### src/rtl/nixie_scanner.sv
// nixie_scanner
//   Time-multiplexed scan driver for a multi-digit seven-segment display.
//   A 32-bit value is written from the bus side into a shadow buffer (byte
//   merges). At each frame boundary a pending shadow is copied into the
//   displayed value, so a frame never mixes old and new digits. Digits are
//   stepped every SCAN_DIV cycles. Optional leading-zero blanking is applied.
//
// Ports
//   clk, rst_n      : clock, asynchronous active-low reset
//   wr_en           : write strobe
//   wr_be[3:0]      : byte enables for wr_data
//   wr_data[31:0]   : value to display; nibble i -> digit i
//   blank_lz        : leading-zero suppression enable
//   digit_data[3:0] : nibble of the selected digit (0 when blanked)
//   digit_sel       : active-low one-hot digit enable (all ones when blanked)
//   frame_done      : one-cycle pulse when the scan wraps back to digit 0
module nixie_scanner #(
  parameter int DIGITS   = 8,
  parameter int SCAN_DIV = 50000,
  parameter int DIV_W    = 16
) (
  input  logic              clk,
  input  logic              rst_n,
  input  logic              wr_en,
  input  logic [3:0]        wr_be,
  input  logic [31:0]       wr_data,
  input  logic              blank_lz,
  output logic [3:0]        digit_data,
  output logic [DIGITS-1:0] digit_sel,
  output logic              frame_done
);

  localparam logic [DIV_W-1:0]  DIV_LAST = DIV_W'(SCAN_DIV - 1);
  localparam logic [2:0]        IDX_LAST = 3'(DIGITS - 1);
  localparam logic [DIGITS-1:0] SEL_RST  = ~DIGITS'(1);

  logic [DIV_W-1:0] cnt, cnt_nx;
  logic [2:0]       idx, idx_nx;
  logic [31:0]      shadow, shadow_nx;
  logic [31:0]      disp, disp_nx;
  logic             pending, pending_nx;
  logic             tick, wrap;

  // nz[i]: some displayed nibble in i..DIGITS-1 is non-zero
  logic [7:0]        nz;
  logic              acc;
  logic              blank;
  logic [3:0]        data_nx;
  logic [DIGITS-1:0] sel_nx;

  always_comb begin
    tick       = (cnt == DIV_LAST);
    wrap       = tick && (idx == IDX_LAST);
    cnt_nx     = tick ? '0 : cnt + 1'b1;
    idx_nx     = wrap ? 3'd0 : (tick ? idx + 3'd1 : idx);
    // The boundary loads the shadow as it stood before this edge; a write on
    // the same edge re-arms pending and is shown one frame later.
    disp_nx    = (wrap && pending) ? shadow : disp;
    pending_nx = wrap ? wr_en : (pending | wr_en);
    shadow_nx  = shadow;
    for (int b = 0; b < 4; b++) begin
      if (wr_en && wr_be[b]) shadow_nx[8*b +: 8] = wr_data[8*b +: 8];
    end
  end

  // Outputs are registered from next-state values so they change on the
  // same edge that moves idx or swaps in a new frame.
  always_comb begin
    acc = 1'b0;
    nz  = '0;
    for (int i = 7; i >= 0; i--) begin
      if (i < DIGITS) acc = acc | (|disp_nx[4*i +: 4]);
      nz[i] = acc;
    end
    blank   = blank_lz && (idx_nx != 3'd0) && !nz[idx_nx];
    data_nx = blank ? 4'd0 : disp_nx[4*idx_nx +: 4];
    sel_nx  = blank ? '1 : ~(DIGITS'(1) << idx_nx);
  end

  always_ff @(posedge clk or negedge rst_n) begin
    if (!rst_n) begin
      cnt        <= '0;
      idx        <= 3'd0;
      shadow     <= '0;
      disp       <= '0;
      pending    <= 1'b0;
      digit_data <= 4'd0;
      digit_sel  <= SEL_RST;
      frame_done <= 1'b0;
    end else begin
      cnt        <= cnt_nx;
      idx        <= idx_nx;
      shadow     <= shadow_nx;
      disp       <= disp_nx;
      pending    <= pending_nx;
      digit_data <= data_nx;
      digit_sel  <= sel_nx;
      frame_done <= wrap;
    end
  end

endmodule

### config.mk
export PLATFORM = sky130hd
export DESIGN_NAME = nixie_scanner
export DESIGN_NICKNAME = d
export VERILOG_FILES = /design/src/rtl/nixie_scanner.sv
export SDC_FILE = /design/constraint.sdc
export NUM_CORES = 1
export LEC_CHECK = 0
export CAP_MARGIN = 20
export CORE_ASPECT_RATIO = 1.5
export CORE_MARGIN = 2
export CORE_UTILIZATION = 40
export DETAILED_ROUTE_END_ITERATION = 12
export HOLD_SLACK_MARGIN = 0.03
export PLACE_DENSITY = 0.61
export SLEW_MARGIN = 0
export SYNTH_ARGS = -nofsm -noshare
export SYNTH_HDL_FRONTEND = slang
export SYNTH_SLANG_ARGS = --single-unit
### constraint.sdc
create_clock -name clk -period 3.4 [get_ports clk]
set_input_delay 0.68 -clock clk [delete_from_list [all_inputs] [get_ports clk]]
set_output_delay 0.68 -clock clk [all_outputs]
set_load 0.005 [all_outputs]
==> results.py <==
metrics = {
    "status": {
        "outcome": "completed",
    },
    "timing": {
        "tns_ns": 0,
        "finClkSkew_ns": 0.00749,
        "setup_viol": 0,
        "hold_viol": 0,
        "tightest_slew_ns": 0.554,
        "finalCritPeriodShare_pct": 82.9,
        "fmax_mhz": 355,
        "fin_crit_ns": 2.82,
        "finalMaxSlewViolations": 0,
        "slew_headroom_pct": 62.7,
        "rsz0062_at_grt": "false",
        "finalWorstSetupSlack_ns": 0.581,
    },
    "clocking": {
        "clk_pin_slew_ns": 0.06,
        "postCtsHoldBufs": 0,
        "cts_resized": 0,
        "cts_root_buf": "clkbuf_16",
        "cts.sinks": 97,
        "cts_tree": "yes",
        "numCtsBuffers": 9,
        "cts_max_level": 3,
        "cts_setup_buffers": 0,
        "insertion_delay_ns": 0.35,
        "max-clock-path-buffers": 2,
    },
    "finish": {
        "layout-drive-gt1-share_pct": 18.4,
        "final_cell_area_mm2": 0.00570,
        "syn2layout_area_growth_pct": 20.3,
        "n_antenna_cell": 0,
        "nets": 544,
        "final_cell_count_no_fill": 656,
        "post-route-util_pct": 49.4,
    },
    "route": {
        "dr.first_iter.drc_count": 199,
        "wl_per_cell_um": 16.7,
        "vias_per_cell": 5.43,
        "drc": 0,
        "routed_wl_mm": 10.9,
        "firstDrtPassIters": 4,
        "ant_nets": 0,
        "vias": 3559,
    },
    "power": {
        "p_leak_nw": 2.56,
        "powerDensity_mw_per_mm2": 428,
        "irDropWorstVdd_uv": 254,
    },
    "worst_setup_path": {
        "worstPathRequired_ns": 3.61,
        "endpoint_kind": "flop",
        "worstSetupPathType": "reg2reg",
        "setup.worst_path.start_class": "flop",
        "critPathMaxFanout": 26,
        "worstPathArrival_ns": 3.03,
    },
    "placement": {
        "hpwlAfterDp_mm": 7.96,
        "dp_cells": 640,
        "pre_cts_ws_ns": 0.627,
        "portBuffers": 52,
        "place_area_mm2": 0.00540,
        "finalWeightedCongestion": 0.845,
    },
    "global_routing": {
        "grt_pass1_vias": 3568,
        "grt_max_degree": 57,
        "antenna_found_initial": 0,
        "grt_pass1_wl_mm": 18.3,
        "grt.total_usage_pct": 18.6,
        "grt_overflow_total": 0,
    },
    "synthesis": {
        "synthesis.area_mm2": 0.00474,
        "synth.area.top_cells": "dfrtp_1 (48%), mux2_2 (10%), nand2_1 (7.8%)",
        "synth_nets": 497,
        "synth.distinct_cells": 51,
        "ys_seq_elements": 97,
        "yosysWarningCount": 0,
        "async_flop_share_pct": 100,
        "ys_seq_area_share_pct": 51.4,
        "syn_area_per_cell_um2": 10.4,
        "synth_top_area_share_pct": 47.5,
        "synth_edf_count": 0,
        "synthCells": 454,
        "yosys_most_used_dff": "dfrtp_1",
        "synth_top_area_cell": "dfrtp_1",
    },
    "die": {
        "die_w_um": 92.9,
        "initial_utilization_pct": 41.1,
        "die_h_um": 137,
        "core_area_mm2": 0.0115,
        "ios": 53,
        "core.rowCount": 48,
        "dieArea_mm2": 0.0128,
    },
    "worst_hold_path": {
        "hold_path.class": "in2async",
    },
    "flow_run": {
        "drv_cap": 0,
    },
}
[critical path, stage by stage, from the launching register on]
cell and delay, ns:
dfrtp_1 0.43, or4b_4 0.56, or4_4 0.72, mux2i_4 0.28
inv_2 0.28, o221ai_1 0.18, o21ai_1 0.12, a22oi_1 0.10
[cell families after synthesis]
family	count (synthesis)	share of synthesized area, %
AND/OR/NAND/NOR	187	19.0
flip-flops	97	51.4
buffers and inverters	30	3.17
adder cells (fa/ha/maj)	3	0.792
AO/OA/AOI/OAI	72	10.7
multiplexers	52	12.5
XOR/XNOR	13	2.40
[placed cells by master (no fill, tap or decap), types with 2 or more instances in the layout]
master / n
mux2_2: 44
o221a_2: 3
clkinv_2: 3
and2_1: 5
clkbuf_16: 9
and3_1: 7
or4bb_1: 2
a21oi_1: 5
inv_1: 3
a22oi_1: 3
ha_1: 3
nand4_1: 2
or2_2: 2
dfrtp_1: 90
o211ai_1: 7
a211oi_1: 2
mux2i_1: 6
nor4_1: 10
o21ai_0: 19
o22ai_1: 9
xnor2_1: 4
or4_1: 6
xor2_1: 9
o21ai_1: 8
nand2b_1: 5
nand2_1: 98
buf_4: 9
nor2b_1: 2
clkdlybuf4s50_1: 51
nor3b_1: 4
o221ai_1: 5
nor3_1: 6
nor2_1: 15
dfstp_2: 7
nand3_1: 19
a211oi_2: 4
[sequential cells by signal (all words and copies together) (netlist names)]
| name | flops |
|---|---|
| pending | 1 |
| cnt | 16 |
| frame_done | 1 |
| disp | 32 |
| idx | 3 |
| shadow | 32 |
| digit_sel | 8 |
| digit_data | 4 |
[final timing paths]
kind,start,endpoint,slack [ns],depth (start not counted)
setup / recovery,cnt[11]$_DFF_PN0_,digit_data[1]$_DFF_PN0_,0.58,7
hold / removal,rst_n,disp[20]$_DFF_PN0_,0.31,1
setup reg to reg,cnt[11]$_DFF_PN0_,digit_data[1]$_DFF_PN0_,0.58,7
hold reg to reg,cnt[0]$_DFF_PN0_,cnt[0]$_DFF_PN0_,0.46,1
max in group asynchronous,rst_n,cnt[5]$_DFF_PN0_,2.40,2
min in group clk,cnt[0]$_DFF_PN0_,cnt[0]$_DFF_PN0_,0.46,1
[per-layer routing]
metal	vias up	wire (µm)	track usage (%)
li1	1712	-	-
met3	22	342	2.02
met4	0	409	10.9
met5	-	0	0
met2	88	5460	30.4
met1	1737	4730	23.8
[synthesized netlist by cell type (7+ instances only)]
cell	n
clkbuf_1	12
o211ai_1	7
o21ai_1	8
xor2_1	9
o22ai_1	9
o21ai_0	19
nand3_1	19
nand2_1	98
nor2_1	15
dfrtp_1	90
and3_1	7
dfstp_2	7
nor4_1	10
mux2_2	44
[final cells by class]
| type | count | area (µm²) |
|---|---|---|
| Fill cell | 1081 | 5830 |
| Sequential cell | 97 | 2440 |
| Multi-Input combinational cell | 327 | 2160 |
| Timing Repair Buffer | 61 | 598 |
| Clock buffer | 11 | 243 |
| Tap cell | 150 | 188 |
| Clock inverter | 5 | 53.8 |
| Inverter | 5 | 18.8 |
[power by group]
group | total [mW] | switching [mW] | internal, mW | leakage, nW
clock network | 1.01 | 0.424 | 0.589 | 0.150
logic | 0.160 | 0.0568 | 0.103 | 1.17
registers | 1.26 | 0.0534 | 1.21 | 1.24
total | 2.44 | 0.534 | 1.90 | 2.56
[per-stage QoR]
step	power, mW	hold WS (ns)
after floorplan	1.34	0.384
after global placement	1.44	0.440
after detailed placement	1.45	0.456
after CTS	2.47	0.327
after global routing	2.54	0.352
final	2.44	0.312
Note: power is estimated with default switching activity, not from simulation.
